==> src/rtl/sha256_round_ctrl_if.sv <==
// sha256_round_ctrl_if: host/datapath strobes and round-counter feedback of the SHA-256 round controller
interface sha256_round_ctrl_if;
  logic       i_start;
  logic       i_first;
  logic       i_abort;
  logic       i_wvalid;
  logic [5:0] j;
  logic       o_wready;
  logic       o_clr_j;
  logic       o_cnt_j_en;
  logic       o_init_h;
  logic       o_load_w;
  logic       o_sel_w;
  logic       o_round_en;
  logic       o_upd_h;
  logic       o_busy;
  logic       o_done;
  modport master (
    output i_start, i_first, i_abort, i_wvalid, j,
    input  o_wready, o_clr_j, o_cnt_j_en, o_init_h, o_load_w, o_sel_w, o_round_en, o_upd_h, o_busy, o_done
  );
  modport slave (
    input  i_start, i_first, i_abort, i_wvalid, j,
    output o_wready, o_clr_j, o_cnt_j_en, o_init_h, o_load_w, o_sel_w, o_round_en, o_upd_h, o_busy, o_done
  );
endinterface

==> src/rtl/sha256_round_ctrl.sv <==
// sha256_round_ctrl: sequences message load and compression rounds of one SHA-256 block via an external round counter
module sha256_round_ctrl #(
  parameter int WORDS  = 16,
  parameter int ROUNDS = 64
) (
  input logic              i_clk,
  input logic              i_rst,
  sha256_round_ctrl_if.slave bus
);
  typedef enum logic [2:0] {IDLE, LOAD, ROUND, FINAL, DONE} state_t;
  localparam logic [5:0] W_LAST = 6'(WORDS - 1);
  localparam logic [5:0] R_LAST = 6'(ROUNDS - 1);
  localparam logic [5:0] W_NUM  = 6'(WORDS);
  state_t state_q, state_d;
  always_comb begin
    state_d        = state_q;
    bus.o_wready   = 1'b0;
    bus.o_clr_j    = 1'b0;
    bus.o_cnt_j_en = 1'b0;
    bus.o_init_h   = 1'b0;
    bus.o_load_w   = 1'b0;
    bus.o_sel_w    = 1'b0;
    bus.o_round_en = 1'b0;
    bus.o_upd_h    = 1'b0;
    bus.o_done     = 1'b0;
    bus.o_busy     = state_q != IDLE;
    case (state_q)
      IDLE: begin
        bus.o_clr_j  = 1'b1;
        bus.o_init_h = bus.i_start & bus.i_first;
        state_d      = bus.i_start ? LOAD : IDLE;
      end
      LOAD: begin
        // abort clears the counter and suppresses every other strobe, including the word handshake
        bus.o_clr_j    = bus.i_abort | (bus.i_wvalid & (bus.j == W_LAST));
        bus.o_wready   = ~bus.i_abort;
        bus.o_load_w   = ~bus.i_abort & bus.i_wvalid;
        bus.o_cnt_j_en = ~bus.i_abort & bus.i_wvalid & (bus.j != W_LAST);
        state_d        = bus.i_abort ? IDLE : (bus.i_wvalid && bus.j == W_LAST) ? ROUND : LOAD;
      end
      ROUND: begin
        bus.o_clr_j    = bus.i_abort | (bus.j == R_LAST);
        bus.o_round_en = ~bus.i_abort;
        bus.o_sel_w    = ~bus.i_abort & (bus.j >= W_NUM);
        bus.o_cnt_j_en = ~bus.i_abort & (bus.j != R_LAST);
        state_d        = bus.i_abort ? IDLE : (bus.j == R_LAST) ? FINAL : ROUND;
      end
      FINAL: begin
        bus.o_upd_h = 1'b1;
        state_d     = DONE;
      end
      DONE: begin
        bus.o_done = 1'b1;
        state_d    = IDLE;
      end
      default: state_d = IDLE;
    endcase
  end
  always_ff @(posedge i_clk) state_q <= i_rst ? IDLE : state_d;
endmodule
==> src/flat_wrapper.sv <==
// flat-port wrapper written by rule: the top's interface ports become plain ports
module sha256_round_ctrl_flat 
#(
  parameter int WORDS  = 16,
  parameter int ROUNDS = 64
)
  (i_clk, i_rst, bus_i_start, bus_i_first, bus_i_abort, bus_i_wvalid, bus_j, bus_o_wready, bus_o_clr_j, bus_o_cnt_j_en, bus_o_init_h, bus_o_load_w, bus_o_sel_w, bus_o_round_en, bus_o_upd_h, bus_o_busy, bus_o_done);
  sha256_round_ctrl_if bus_i ();
  input logic i_clk;
  input logic i_rst;
  input wire logic [$bits(bus_i.i_start)-1:0] bus_i_start;
  input wire logic [$bits(bus_i.i_first)-1:0] bus_i_first;
  input wire logic [$bits(bus_i.i_abort)-1:0] bus_i_abort;
  input wire logic [$bits(bus_i.i_wvalid)-1:0] bus_i_wvalid;
  input wire logic [$bits(bus_i.j)-1:0] bus_j;
  output wire logic [$bits(bus_i.o_wready)-1:0] bus_o_wready;
  output wire logic [$bits(bus_i.o_clr_j)-1:0] bus_o_clr_j;
  output wire logic [$bits(bus_i.o_cnt_j_en)-1:0] bus_o_cnt_j_en;
  output wire logic [$bits(bus_i.o_init_h)-1:0] bus_o_init_h;
  output wire logic [$bits(bus_i.o_load_w)-1:0] bus_o_load_w;
  output wire logic [$bits(bus_i.o_sel_w)-1:0] bus_o_sel_w;
  output wire logic [$bits(bus_i.o_round_en)-1:0] bus_o_round_en;
  output wire logic [$bits(bus_i.o_upd_h)-1:0] bus_o_upd_h;
  output wire logic [$bits(bus_i.o_busy)-1:0] bus_o_busy;
  output wire logic [$bits(bus_i.o_done)-1:0] bus_o_done;
  assign bus_i.i_start = bus_i_start;
  assign bus_i.i_first = bus_i_first;
  assign bus_i.i_abort = bus_i_abort;
  assign bus_i.i_wvalid = bus_i_wvalid;
  assign bus_i.j = bus_j;
  assign bus_o_wready = bus_i.o_wready;
  assign bus_o_clr_j = bus_i.o_clr_j;
  assign bus_o_cnt_j_en = bus_i.o_cnt_j_en;
  assign bus_o_init_h = bus_i.o_init_h;
  assign bus_o_load_w = bus_i.o_load_w;
  assign bus_o_sel_w = bus_i.o_sel_w;
  assign bus_o_round_en = bus_i.o_round_en;
  assign bus_o_upd_h = bus_i.o_upd_h;
  assign bus_o_busy = bus_i.o_busy;
  assign bus_o_done = bus_i.o_done;
  sha256_round_ctrl #(.WORDS(WORDS), .ROUNDS(ROUNDS)) u_core (.i_clk(i_clk), .i_rst(i_rst), .bus(bus_i));
endmodule
==> config.mk <==
export PLATFORM = sky130hd
export DESIGN_NAME = sha256_round_ctrl_flat
export DESIGN_NICKNAME = d
export VERILOG_FILES = /design/src/rtl/sha256_round_ctrl_if.sv /design/src/rtl/sha256_round_ctrl.sv /design/src/flat_wrapper.sv
export SDC_FILE = /design/constraint.sdc
export NUM_CORES = 1
export LEC_CHECK = 0
export BUFFER_PORTS_ARGS = -buffer_cell sky130_fd_sc_hd__clkbuf_2
export CORE_AREA = 2 2 39 41
export CTS_CLUSTER_SIZE = 25
export DETAILED_ROUTE_END_ITERATION = 10
export DIE_AREA = 0 0 41 43
export GPL_TIMING_DRIVEN = 1
export REMOVE_ABC_BUFFERS = 1
export SYNTH_ARGS = -nofsm -noshare
export SYNTH_HDL_FRONTEND = slang
export SYNTH_SLANG_ARGS = --single-unit
==> constraint.sdc <==
create_clock -name i_clk -period 1.9 [get_ports i_clk]
set_input_delay 0.095 -clock i_clk [delete_from_list [all_inputs] [get_ports i_clk]]
set_output_delay 0.095 -clock i_clk [all_outputs]
set_load 0.1 [all_outputs]
* Word level (Yosys, flattened, before mapping)
Cells that the tools add are included.
** Operators by class
- Magnitude comparators :: 1
- Muxes and demuxes :: 15
- Bitwise logic cells :: 9
- Reduce and logical (&&, ||, !) cells :: 3
- Equal/unequal tests :: 8
** Operator list (count)
- $pmux 3 s4 :: 1
- $mux 1 :: 9
- $and 1x1->1 :: 6
- $eq 3x2->1 const B :: 2
- $eq 6x4->1 const B :: 1
- $eq 6x6->1 const B :: 1
- $ge 6x5->1 const B :: 1
- $mux 3 :: 2
- $ne 6x4->1 const B :: 1
- $ne 6x6->1 const B :: 1
- $eq 3x1->1 const B :: 1
- $eq 3x3->1 const B :: 1
- $logic_not 3->1 :: 1
- $pmux 1 s3 :: 1
- $reduce_bool 3->1 :: 1
- $mux 2 :: 1
- $or 1x1->1 :: 2
- $pmux 1 s2 :: 1
- $logic_and 1x1->1 :: 1
- $not 1->1 :: 1
** Word-level totals
- Register bits :: 3
- Input bits :: 12

* Logic depth before layout (Yosys ltp)
- Depth after elaboration :: 5
- Depth in mapped cells :: 6
- Gate-level depth less buffers :: 5

* Least setup slack after synthesis
No wires, ideal clock.
- Path kind :: input-to-output
- Start :: input port bus_j[3]
- End :: output port bus_o_clr_j
- Slack :: -3.429 ns
- Cell stages on the path :: 4
- Buffers on the path :: 0
- Arrival time :: 5.234 ns
- Path through :: nand4_1 nor3_2 a21oi_1 a2111oi_0
** Between the ends
- Longest elaborated chain between the ends :: 4
- Elaborated cells between the ends (all ways) :: 6
- Those cells by class :: eq/ne (2); mux (1); bitwise (3)
** Ends and longest elaborated chain
- from (decl) :: line flat_wrapper.sv:15 : input wire logic [$bits(bus_i.j)-1:0] bus_j;
- $eq 6x4->1 :: line sha256_round_ctrl.sv:35 : bus.o_clr_j = bus.i_abort | (bus.i_wvalid & (bus.j == W_LAST));
- $and 1x1->1 :: line sha256_round_ctrl.sv:35
- $or 1x1->1 :: line sha256_round_ctrl.sv:35
- $pmux 1 s3 (*) :: line sha256_round_ctrl.sv:27 : case (state_q)
- to (decl) :: line flat_wrapper.sv:17 : output wire logic [$bits(bus_i.o_clr_j)-1:0] bus_o_clr_j;
Every way passes the cells marked *; elsewhere a longest branch is shown, timed or not.

* Worst setup path in the final report
- Start :: register u_core.state_q[1]
- End :: output port bus_o_cnt_j_en
** Between the ends
- Longest elaborated chain between the ends :: 2
- Elaborated cells between the ends (all ways) :: 3
- Those cells by class :: eq/ne (2); mux (1)
** Ends and longest elaborated chain
- from (decl) :: line sha256_round_ctrl.sv:14 : state_t state_q, state_d;
- from (signal assigned) :: line sha256_round_ctrl.sv:59 : always_ff @(posedge i_clk) state_q <= i_rst ? IDLE : state_d;
- $eq 3x2->1 / $eq 3x1->1 (equally long branches) :: line sha256_round_ctrl.sv:27
- $pmux 1 s2 (*) :: line sha256_round_ctrl.sv:27
- to (decl) :: line flat_wrapper.sv:18 : output wire logic [$bits(bus_i.o_cnt_j_en)-1:0] bus_o_cnt_j_en;
Marked as above.

==> impl_metrics.env <==
export IMPL_final_period_utilization=0.925
export IMPL_top_register="u_core.state_q"
export IMPL_drc=0
export IMPL_netlist_instances=34
export IMPL_finalClockSkew_ns=0.00111
export IMPL_viasPerCell=4.57
export IMPL_slew_violations=0
export IMPL_cts_sinks=3
export IMPL_gr_usage_all_layers=0.0912
export IMPL_die_h_um=43
export IMPL_synthTopCellsByCount="nor2_1, nand2_1, a21oi_1, dfxtp_1"
export IMPL_slowest_stage="or4b_4"
export IMPL_max_stage_delay_ns=0.53
export IMPL_r2r_start="u_core.state_q[1]"
export IMPL_rsz0062_at_grt="no"
export IMPL_clk_path_buf_depth=2
export IMPL_crit_reg2reg_capture="u_core.state_q[0]"
export IMPL_period_needed_ns=1.76
export IMPL_postSynth_topFlopCell="dfxtp_1"
export IMPL_gp_congestion=0.655
export IMPL_cts_hold_buf=0
export IMPL_path_delay_family="simple AND/OR/NAND/NOR gates"
export IMPL_crit_chain="or4b_4, o22ai_1, buf_12"
export IMPL_rrSetupSlack_ns=0.48
export IMPL_worstHoldStart="bus_i_start"
export IMPL_finalHoldViolCount=0
export IMPL_synth_area_leaders="dfxtp_1, nor2_1, a21oi_1"
export IMPL_grt_antenna_before_repair=0
export IMPL_synth_top_cell_area_share=0.234
export IMPL_cts_made_buffers=3
export IMPL_fillerInstances=155
export IMPL_slew_headroom=0.638
export IMPL_synthArstFlopShare=0
export IMPL_worst_setup_path_start_kind="flop"
export IMPL_wl_per_cell_um=9.69
export IMPL_worstMarginPinSlew_ns=0.545
export IMPL_timing_worst_setup_path_type="flop to output pin"
export IMPL_h_tree_depth=1
export IMPL_clk_pin_slew_ns=0.04
export IMPL_grt_max_degree=10
export IMPL_core_mm2=0.00138
export IMPL_areaGrowthSynthToFinish_pct=78.5
export IMPL_arrival_ns=1.66
export IMPL_worst_path_buf_inv=1
export IMPL_cp_end_kind="output pin"
export IMPL_power_per_cell_area_mw_per_mm2=604
export IMPL_clock_latency_ns=0.23
export IMPL_avgSynthCellArea_um2=7.54
export IMPL_drtIter0Drc=2
export IMPL_yosysSeqAreaShare=0.234
export IMPL_worstPathRequired_ns=1.80
export IMPL_cp_max_fo=8
export IMPL_setup_viol=0
export IMPL_ys_warn_count=0
export IMPL_start_util=0.185
export IMPL_synth_cell_type_count=20
export IMPL_cts_setup_buffers=0
export IMPL_die_area_mm2=0.00176
export IMPL_finalSetupTns_ns=0
export IMPL_min_path_cells=2
export IMPL_io_pin_count=22
export IMPL_fin_hold_ws_ns=0.117
export IMPL_die_w_um=41
export IMPL_nNetsFinal=72
export IMPL_reg_largest_list="u_core.state_q: 3 flops"
export IMPL_clock_tree_root_cell="clkbuf_4"
export IMPL_synth_edf_count=0
export IMPL_ys_ff_latch=3
export IMPL_rows=14
export IMPL_port_buffers=21
export IMPL_largest_reg_flops=3
export IMPL_status="finished, final reports clean"
export IMPL_drive_above_1_share=0.525
export IMPL_leakagePower_nw=0.220
export IMPL_wl_um=727
export IMPL_via_count=343
export IMPL_ant_nets=0
export IMPL_dp_hpwl_um=612
export IMPL_overflow=0
export IMPL_fin_total_pwr_w=0.000276
export IMPL_rr_worst_depth=3
export IMPL_diodes=0
export IMPL_syn_cell_area_um2=256
export IMPL_drv_cap=0
export IMPL_synth_most_common_cell="nor2_1"
export IMPL_grt_pass1_wl_mm=1.08
export IMPL_cts_tree="built"
export IMPL_holdPathEnd="u_core.state_q[0]"
export IMPL_peakVddDrop_mv=0.257
export IMPL_post_cts_resized=0
export IMPL_synth_largest_area_cell="dfxtp_1"
export IMPL_hold_path_class="input pin to flop"
export IMPL_dr_pass1_iters=2
export IMPL_grt_pass1_vias=295
export IMPL_fmax_mhz=569
==> how the worst max path moves through the flow <==
stage | startpoint | end | cells past startpoint
final | u_core.state_q[1] | bus_o_cnt_j_en | 3
after floorplan | bus_j[3] | bus_o_clr_j | 4
after global routing | u_core.state_q[0] | bus_o_load_w | 4
after detailed placement | u_core.state_q[1] | bus_o_cnt_j_en | 3
after global placement | bus_j[3] | bus_o_clr_j | 7
after CTS | u_core.state_q[1] | bus_o_cnt_j_en | 3
==> stage by stage <==
stage / area, µm² / setup WS [ns] / utilization / instances
4_1_cts: 458 / 0.125 / 0.331 / 75
3_3_place_gp: 432 / 0.363 / 0.312 / 71
2_1_floorplan: 249 / -3.43 / - / 33
3_5_place_dp: 432 / 0.377 / 0.312 / 71
5_1_grt: 458 / 0.0215 / 0.331 / 75
6_report: 458 / 0.143 / 0.331 / 75
==> layout by cell type (no fill, tap or decap), drive strengths merged <==
master,Yosys,routed
nor2,5,5
or3,1,1
a21oi,3,3
inv,1,1
dfxtp,3,3
nor3,3,3
clkbuf,1,20
nor3b,2,2
o22ai,1,1
buf,0,6
nor4,2,2
or4b,1,1
nand4,1,1
nand2,4,4
clkinv,1,1
nor4b,1,1
nand2b,2,2
a211o,1,1
a2111oi,1,1
==> routing by layer <==
metal / track usage / vias up / share of wire
met5: 0 / - / 0
met3: 0.0157 / 0 / 0.062
met4: 0.0800 / 0 / 0
met1: 0.109 / 158 / 0.41
met2: 0.131 / 9 / 0.53
li1: - / 176 / -
==> power breakdown <==
group	switching (W)	internal, W
logic	0.0000695	0.0000288
registers	0.00000340	0.0000652
clock network	0.0000310	0.0000786
total	0.000104	0.000173
==> logic make-up after synthesis <==
group	Yosys count	share of synthesized area
flip-flops	3	0.234
AND/OR/NAND/NOR	22	0.556
AO/OA/AOI/OAI	6	0.151
buffers and inverters	3	0.0585
==> cell type report <==
| type | instances | area (µm²) | share of cell area |
|---|---|---|---|
| clock buffer | 4 | 26.3 | 0.0574 |
| inverter | 2 | 7.51 | 0.0164 |
| multi-input combinational | 28 | 181 | 0.396 |
| sequential | 3 | 60.1 | 0.131 |
| tap | 16 | 20.0 | 0.0437 |
| timing repair buffer | 22 | 163 | 0.355 |
Power figures use the tool's default switching activity.
